===== config.mk =====
export PLATFORM = sky130hd
export DESIGN_NAME = ab_compare_monitor
export DESIGN_NICKNAME = d
export VERILOG_FILES = /design/src/rtl/ab_compare_monitor.sv
export SDC_FILE = /design/constraint.sdc
export NUM_CORES = 1
export LEC_CHECK = 0
export CAP_MARGIN = 20
export CORE_MARGIN = 3
export CORE_UTILIZATION = 49
export CTS_BUF_LIST = sky130_fd_sc_hd__clkbuf_4
export DETAILED_ROUTE_END_ITERATION = 10
export PLACE_DENSITY = 0.86
export SETUP_SLACK_MARGIN = 0.5
export SYNTH_ARGS = -nofsm -noshare
export SYNTH_HDL_FRONTEND = slang
export SYNTH_SLANG_ARGS = --single-unit

===== constraint.sdc =====
create_clock -name clk -period 2.1 [get_ports clk]
set_input_delay 0.42 -clock clk [delete_from_list [all_inputs] [get_ports clk]]
set_output_delay 0.42 -clock clk [all_outputs]
set_load 0.02 [all_outputs]

===== src/rtl/ab_compare_monitor.sv =====
`default_nettype none
// ============================================================================
// ab_compare_monitor : classifies a/b sample pairs and keeps saturating counts
// over a fixed-length run.
// Optional sequence checker enabled by macro ABCMP_SEQ_CHECK_EN.
// Rev 1.0
// ============================================================================
module ab_compare_monitor #(
  parameter int DATA_W      = 4,
  parameter int CNT_W       = 16,
  parameter int MAX_SAMPLES = 64
) (
  input  logic              clk,
  input  logic              rst,
  input  logic              start,
  input  logic              in_valid,
  output logic              in_ready,
  input  logic [DATA_W-1:0] in_a,
  input  logic [DATA_W-1:0] in_b,
  output logic              busy,
  output logic              done,
  output logic [CNT_W-1:0]  pass_cnt,
  output logic [CNT_W-1:0]  fail_cnt,
  output logic [CNT_W-1:0]  eq_cnt,
  output logic [DATA_W-1:0] last_eq_val,
  output logic              seq_err
);

  typedef enum logic [1:0] {
    S_IDLE = 2'd0,
    S_RUN  = 2'd1,
    S_DONE = 2'd2
  } state_t;

  localparam logic [CNT_W-1:0] c_cnt_max     = {CNT_W{1'b1}};
  localparam logic [CNT_W-1:0] c_max_samples = CNT_W'(MAX_SAMPLES);

  state_t             r_state;
  logic               r_in_ready;
  logic               r_busy;
  logic               r_done;
  logic [CNT_W-1:0]   r_pass;
  logic [CNT_W-1:0]   r_fail;
  logic [CNT_W-1:0]   r_eq;
  logic [CNT_W-1:0]   r_sample_cnt;
  logic [DATA_W-1:0]  r_last_eq;

  logic w_accept;
  logic w_start;
  logic w_last;

  assign w_accept = in_valid & r_in_ready;
  assign w_start  = start & (r_state != S_RUN);
  assign w_last   = w_accept && ((r_sample_cnt + CNT_W'(1)) == c_max_samples);

  function automatic logic [CNT_W-1:0] sat_inc(input logic [CNT_W-1:0] v);
    return (v == c_cnt_max) ? v : v + CNT_W'(1);
  endfunction

  always_ff @(posedge clk) begin
    if (rst) begin
      r_state      <= S_IDLE;
      r_in_ready   <= 1'b0;
      r_busy       <= 1'b0;
      r_done       <= 1'b0;
      r_pass       <= '0;
      r_fail       <= '0;
      r_eq         <= '0;
      r_sample_cnt <= '0;
      r_last_eq    <= '0;
    end else begin
      case (r_state)
        S_IDLE, S_DONE: begin
          if (w_start) begin
            r_state      <= S_RUN;
            r_in_ready   <= 1'b1;
            r_busy       <= 1'b1;
            r_done       <= 1'b0;
            r_pass       <= '0;
            r_fail       <= '0;
            r_eq         <= '0;
            r_sample_cnt <= '0;
          end
        end
        S_RUN: begin
          if (w_accept) begin
            r_sample_cnt <= r_sample_cnt + CNT_W'(1);
            if (in_a > in_b) r_pass <= sat_inc(r_pass);
            else             r_fail <= sat_inc(r_fail);
            if (in_a == in_b) begin
              r_eq      <= sat_inc(r_eq);
              r_last_eq <= in_a;
            end
            if (w_last) begin
              r_state    <= S_DONE;
              r_in_ready <= 1'b0;
              r_busy     <= 1'b0;
              r_done     <= 1'b1;
            end
          end
        end
        default: begin
          r_state    <= S_IDLE;
          r_in_ready <= 1'b0;
          r_busy     <= 1'b0;
          r_done     <= 1'b0;
        end
      endcase
    end
  end

`ifdef ABCMP_SEQ_CHECK_EN
  // First accept of a run only seeds the reference; later accepts must step by +1.
  logic              r_have_ref;
  logic [DATA_W-1:0] r_prev_a;
  logic [DATA_W-1:0] r_prev_b;
  logic              r_seq_err;

  always_ff @(posedge clk) begin
    if (rst) begin
      r_have_ref <= 1'b0;
      r_prev_a   <= '0;
      r_prev_b   <= '0;
      r_seq_err  <= 1'b0;
    end else if (w_start) begin
      r_have_ref <= 1'b0;
      r_seq_err  <= 1'b0;
    end else if (w_accept) begin
      r_have_ref <= 1'b1;
      r_prev_a   <= in_a;
      r_prev_b   <= in_b;
      if (r_have_ref &&
          ((in_a != r_prev_a + DATA_W'(1)) || (in_b != r_prev_b + DATA_W'(1))))
        r_seq_err <= 1'b1;
    end
  end

  assign seq_err = r_seq_err;
`else
  assign seq_err = 1'b0;
`endif

  assign in_ready    = r_in_ready;
  assign busy        = r_busy;
  assign done        = r_done;
  assign pass_cnt    = r_pass;
  assign fail_cnt    = r_fail;
  assign eq_cnt      = r_eq;
  assign last_eq_val = r_last_eq;

endmodule
`default_nettype wire


After elaboration in Yosys (flattened, before gate mapping)

Index checks and enable logic that the tools add are counted.

Bits of input ports: 12
Logic and storage cells: 69
Output and inout bits: 56
Register bits: 72

Reductions and logical operators: 10
Bitwise operators: 2
Muxes and demuxes: 27
Add/subtract/negate cells: 4
Equality and inequality tests: 17
Order comparisons: 1

Operators by type and width:

| operator                                              | number |
|---|---|
| two-way mux 16 bit                                    | 11 |
| one-hot mux 16 bit (2 select lines)                   | 4 |
| adder 16 x 1 -> 16 bit, second input constant         | 4 |
| equality test 16 bit, second input constant           | 3 |
| inequality test 2 bit, second input constant          | 9 |
| equality test 16 x 7 -> 1 bit, second input constant  | 1 |
| AND reduction 5 bit                                   | 3 |
| AND reduction 3 bit                                   | 3 |
| two-way mux 1 bit                                     | 6 |
| two-way mux 2 bit                                     | 3 |
| equality test 4 bit                                   | 1 |
| > comparator 4 bit                                    | 1 |
| one-hot mux 1 bit (2 select lines)                    | 2 |
| one-hot mux 2 bit (2 select lines)                    | 1 |
| bitwise AND 1 bit                                     | 2 |
| equality test 2 x 1 -> 1 bit, second input constant   | 1 |
| equality test 2 bit, second input constant            | 1 |
| zero test 2 bit                                       | 1 |
| inequality test 2 x 1 -> 1 bit, second input constant | 1 |
| nonzero test 2 bit                                    | 1 |
| OR reduction 2 bit                                    | 1 |
| logical AND 1 bit                                     | 1 |

Longest topological paths before layout

Gate-level depths: netlist (run 1).

Depth in word-level cells: 6
Gate-level depth with buffers: 10
Gate-level depth less buffers: 8

Worst setup path before layout (run 1)

OpenSTA, ideal clock, no wires.

Path kind: input to register
From: input port in_b[3]
To: register r_fail[14] (netlist: fail_cnt[14])
Cell stages on the path: 9
Data required time: 2.040 ns
Arrival time: 2.153 ns
Path buffers: 1
Library setup time: 0.060 ns
Path slack: -0.113 ns
Cell sequence: inv_1 > ha_1 > and4b_1 > a211oi_2 > nor2_1 > o21a_1 > buf_2 > or4_1 > nand2_1

Longest elaborated chain between the ends: 3

Ends and longest elaborated chain:

| element                                | RTL line | RTL |
|---|---|---|
| from (decl)                            | 19       | `input logic [DATA_W-1:0] in_b,` |
| > comparator 4 bit                     | 88       | `if (in_a > in_b) r_pass <= sat_inc(r_pass);` |
| inequality test 2 bit (no source line) | -        |  |
| AND reduction 5 bit (no source line)   | -        |  |
| to (signal assigned)                   | 89       | `else r_fail <= sat_inc(r_fail);` |
| to (decl)                              | 43       | `logic [CNT_W-1:0] r_fail;` |

No other way between the ends.
A chain may end at the register's enable or synchronous reset.

Worst setup path in the final report (run 1)

From: register r_eq[0] (netlist: eq_cnt[0])
To: register r_eq[0] (netlist: eq_cnt[0])

Longest elaborated chain between the ends: 5
Elaborated cells on any way between the ends: 8
Classes of those cells: 1 x add/sub; 2 x eq/ne; 4 x mux; 1 x reduce/logical

Ends and longest elaborated chain:

| element                             | RTL line | RTL |
|---|---|---|
| from (decl)                         | 44       | `logic [CNT_W-1:0] r_eq;` |
| from (signal assigned)              | 91       | `r_eq <= sat_inc(r_eq);` |
| adder 16 x 1 -> 16 bit              | 57       | `return (v == c_cnt_max) ? v : v + CNT_W'(1);` |
| two-way mux 16 bit                  | 57       |  |
| two-way mux 16 bit                  | 90       | `if (in_a == in_b) begin` |
| two-way mux 16 bit                  | 86       | `if (w_accept) begin` |
| one-hot mux 16 bit (2 select lines) | 72       | `case (r_state)` |

Several ways; a longest one is shown, not always the timed one. The select of a mux whose other input is x is not followed.

==> impl_metrics.csv, run 1 <==
group,metric,value,unit
run_status,status,"finished, violations left",
run_status,violations,"setup timing",
critical_path,max_stage_delay,410,ps
sta,drv_slew,0,
detailed_routing,wl_per_cell,28.9,um
die,coreArea,7410,um2
flow_run,drv_cap,0,
grt,gr-total-overflow,0,
clock_network,htree_levels,3,
critical_path,critPathArrivalTime,2700,ps
critical_path,slowest_stage,"dfxtp_4",
critical_path,r2r_cells,8,
placement,port-buffer-count,66,
critical_path,critPathTopFamily,"compound AO/OA/AOI/OAI gates",
grt,grt_pass1_wl,24600,um
synth,netlist.area_leader.share,37.2,%
critical_path,worstSetupPathType,"reg2reg",
critical_path,crit_required,2460,ps
grt,grtUsageTotal,35.5,%
sta,worst_slack,-249,ps
die,die-width,94.3,um
clock_network,cts_tree,"built",
pwr,power_density,454,nW/um2
sta,whs,200,ps
pwr,leakage,2.56,nW
grt,grt_pass1_vias,4782,
clock_network,clkSinkCount,71,
placement,gp_routability_congestion,0.864,
synth,yosysUniqueCellTypes,59,
grt,grtUsageMet3,9.70,%
synth,ys_seq_elements,71,
clock_network,cts_max_path_buffers,2,
finish,multi_input_area,3010,um2
finish,num-nets-final,676,
critical_path,crit_cells,8,
critical_path,cp_num_buf_inv,1,
sta,finalClockSkew,33.7,ps
synth,synth_seq_area_share,37.2,%
die,initial_core_util,51.6,%
grt,met1_usage,41.2,%
synth,yosysWarningCount,0,
finish,final-seq-area,1540,um2
grt,antenna_found_initial,0,
synth,synthTopCellsByArea,"dfxtp_1, xor2_1, nor2_1",
placement,dp.cells,674,
critical_path,end_kind,"register",
die,rows,31,
die,die-area,8890,um2
worst_hold_path,hold_path_depth,3,
pwr,ir_drop,363,uV
grt,top_usage_layer,"met2",
detailed_routing,vias,5635,
detailed_routing,drc,0,
synth,synth_fp_nets,499,
sta,fin_crit_sh,112,%
synth,async_flop_share,0,%
die,die_y,94.3,um
synth,avgSynthCellArea,7.97,um2
synth,synthCells,479,
synth,synth_area,3820,um2
critical_path,start_kind,"register",
detailed_routing,wl,22000,um
synth,yosysTopAreaCell,"dfxtp_1",
finish,instances_no_fill,760,
worst_hold_path,hold_class,"in2reg",
sta,fin_setup_tns,-1420,ps
sta,final-setup-viol-count,16,
die,pin_count,68,
finish,drive_gt1_share,57.6,%
synth,synth_edf_count,0,
placement,dp_hpwl,7610,um
clock_network,cts_buffers,9,
finish,fillerInstances,257,
synth,ys.flop_type,"dfxtp_1",
clock_network,cts.clk_slew.worst_paths,160,ps
finish,areaGrowthSynthToFinish,72.5,%
finish,diodes,0,
sta,hold_violations,0,
clock_network,clock_latency,490,ps
sta,rsz0062_at_grt,"yes",
sta,clock.fmax,426,MHz
clock_network,root_buffer,"clkbuf_4",
sta,period_minus_slack,2350,ps
detailed_routing,drt_iter0_drc,978,
critical_path,crit_chain,"ha_2 > nand2_1 > nor3_4 > a211oi_4 > buf_4 > nor2_4 > or3_1 > a21oi_1",
critical_path,critical_path.max_fanout,5,
detailed_routing,drtAntennaViolNets,0,
synth,yosysMostFrequentCell,"dfxtp_1",
clock_network,cts_hold_buf,0,
synth,synth_common_cells,"dfxtp_1, nor2_1, nand2_1",
detailed_routing,drt_first_pass_iters,7,
detailed_routing,post_drt_via_cell_ratio,7.41,
grt,grt_max_degree,25,
grt,use_met2,56.7,%
## worst min-delay path, stage by stage
cell	delay, ps
buf_6	110
nand2_2	70
a21oi_2	50
## layer usage
layer	vias up	wire (um)	share of wire [%]
li1	2087	-	-
met1	2463	7000	32
met2	767	9170	42
met3	318	3330	15
met4	0	2500	11
met5	-	0	0
## cells in the final DEF, fill, tap and decap left out, types with 11 or more instances in the layout
cell               n
a21oi_1           17
a21oi_2           16
buf_2             14
buf_4            101
buf_6             23
clkbuf_2          11
clkdlybuf4s15_2   22
dfxtp_1           16
dfxtp_2           34
dfxtp_4           21
nand2_1           29
nand3_1           14
nand4_1           22
nor2_1            50
o21ai_1           13
xor2_1            25
## stage by stage
stage	util (%)	total power (W)	instance area [um2]	setup WS, ps
after floorplan	-	0.00154	4050	81.2
after global placement	68.7	0.00166	5090	-568
after detailed placement	68.7	0.00167	5090	-623
after CTS	79.6	0.00275	5900	252
after global routing	88.9	0.00301	6590	-236
final	88.9	0.00299	6590	-249
## flip-flops by register name (all words and copies together) (netlist names)
name          cells
fail_cnt         16
done              1
r_sample_cnt     16
eq_cnt           16
last_eq_val       4
r_state           1
pass_cnt         16
busy              1
## final timing paths
kind	start	to	slack (ps)
max	eq_cnt[0]	eq_cnt[0]	-250
min	in_a[1]	last_eq_val[1]	200
max reg2reg	eq_cnt[0]	eq_cnt[0]	-250
min reg2reg	last_eq_val[0]	last_eq_val[0]	510
## layout make-up
class,instances,share of cell area (%)
multi-input cells,371,45.7
repair buffers,193,25.8
flip-flops and latches,71,23.4
well taps,99,1.88
clock inverters,7,1.46
clock buffers,9,1.03
inverters,10,0.684
## power breakdown
part,internal [W],switching [W],leakage [nW]
combinational,0.000227,0.000301,1.86
clock,0.000484,0.000638,0.0864
sequential,0.00133,0.0000131,0.606
## cells by family (layout without fill, tap and decap cells)
logic type / count (synthesis) / after routing / synth area share, %
AO/OA/AOI/OAI: 100 / 102 / 16.9
adder cells (fa/ha/maj): 8 / 8 / 2.62
other: 1 / 1 / 0.0982
AND/OR/NAND/NOR: 225 / 225 / 30.9
buffers and inverters: 39 / 219 / 4.23
multiplexers: 2 / 2 / 0.524
XOR/XNOR: 33 / 33 / 7.57
flip-flops: 71 / 71 / 37.2
## timing repair
action | CTS | global route
setup endpoints to repair | 122 | 110
gates cloned | 4 | 1
gates resized for setup | 292 | 166
pin swaps | 56 | 89
setup buffers | 37 | 28
No activity file was read; power rests on OpenSTA's default activity.
==> run 2, diff against run 1 <==
--- a/config.mk
+++ b/config.mk
@@ -12,6 +12,7 @@
 export DETAILED_ROUTE_END_ITERATION = 10
 export PLACE_DENSITY = 0.86
 export SETUP_SLACK_MARGIN = 0.5
+export SLEW_MARGIN = 20
 export SYNTH_ARGS = -nofsm -noshare
 export SYNTH_HDL_FRONTEND = slang
 export SYNTH_SLANG_ARGS = --single-unit
==> results of run 2 <==
The final DEF is identical to that of run 1; final timing and power are the same.
==> run 3, diff against run 2 <==
--- a/config.mk
+++ b/config.mk
@@ -12,7 +12,6 @@
 export DETAILED_ROUTE_END_ITERATION = 10
 export PLACE_DENSITY = 0.86
 export SETUP_SLACK_MARGIN = 0.5
-export SLEW_MARGIN = 20
 export SYNTH_ARGS = -nofsm -noshare
 export SYNTH_HDL_FRONTEND = slang
 export SYNTH_SLANG_ARGS = --single-unit
==> results of run 3 <==
The final DEF is identical to that of run 1; final timing and power are the same.
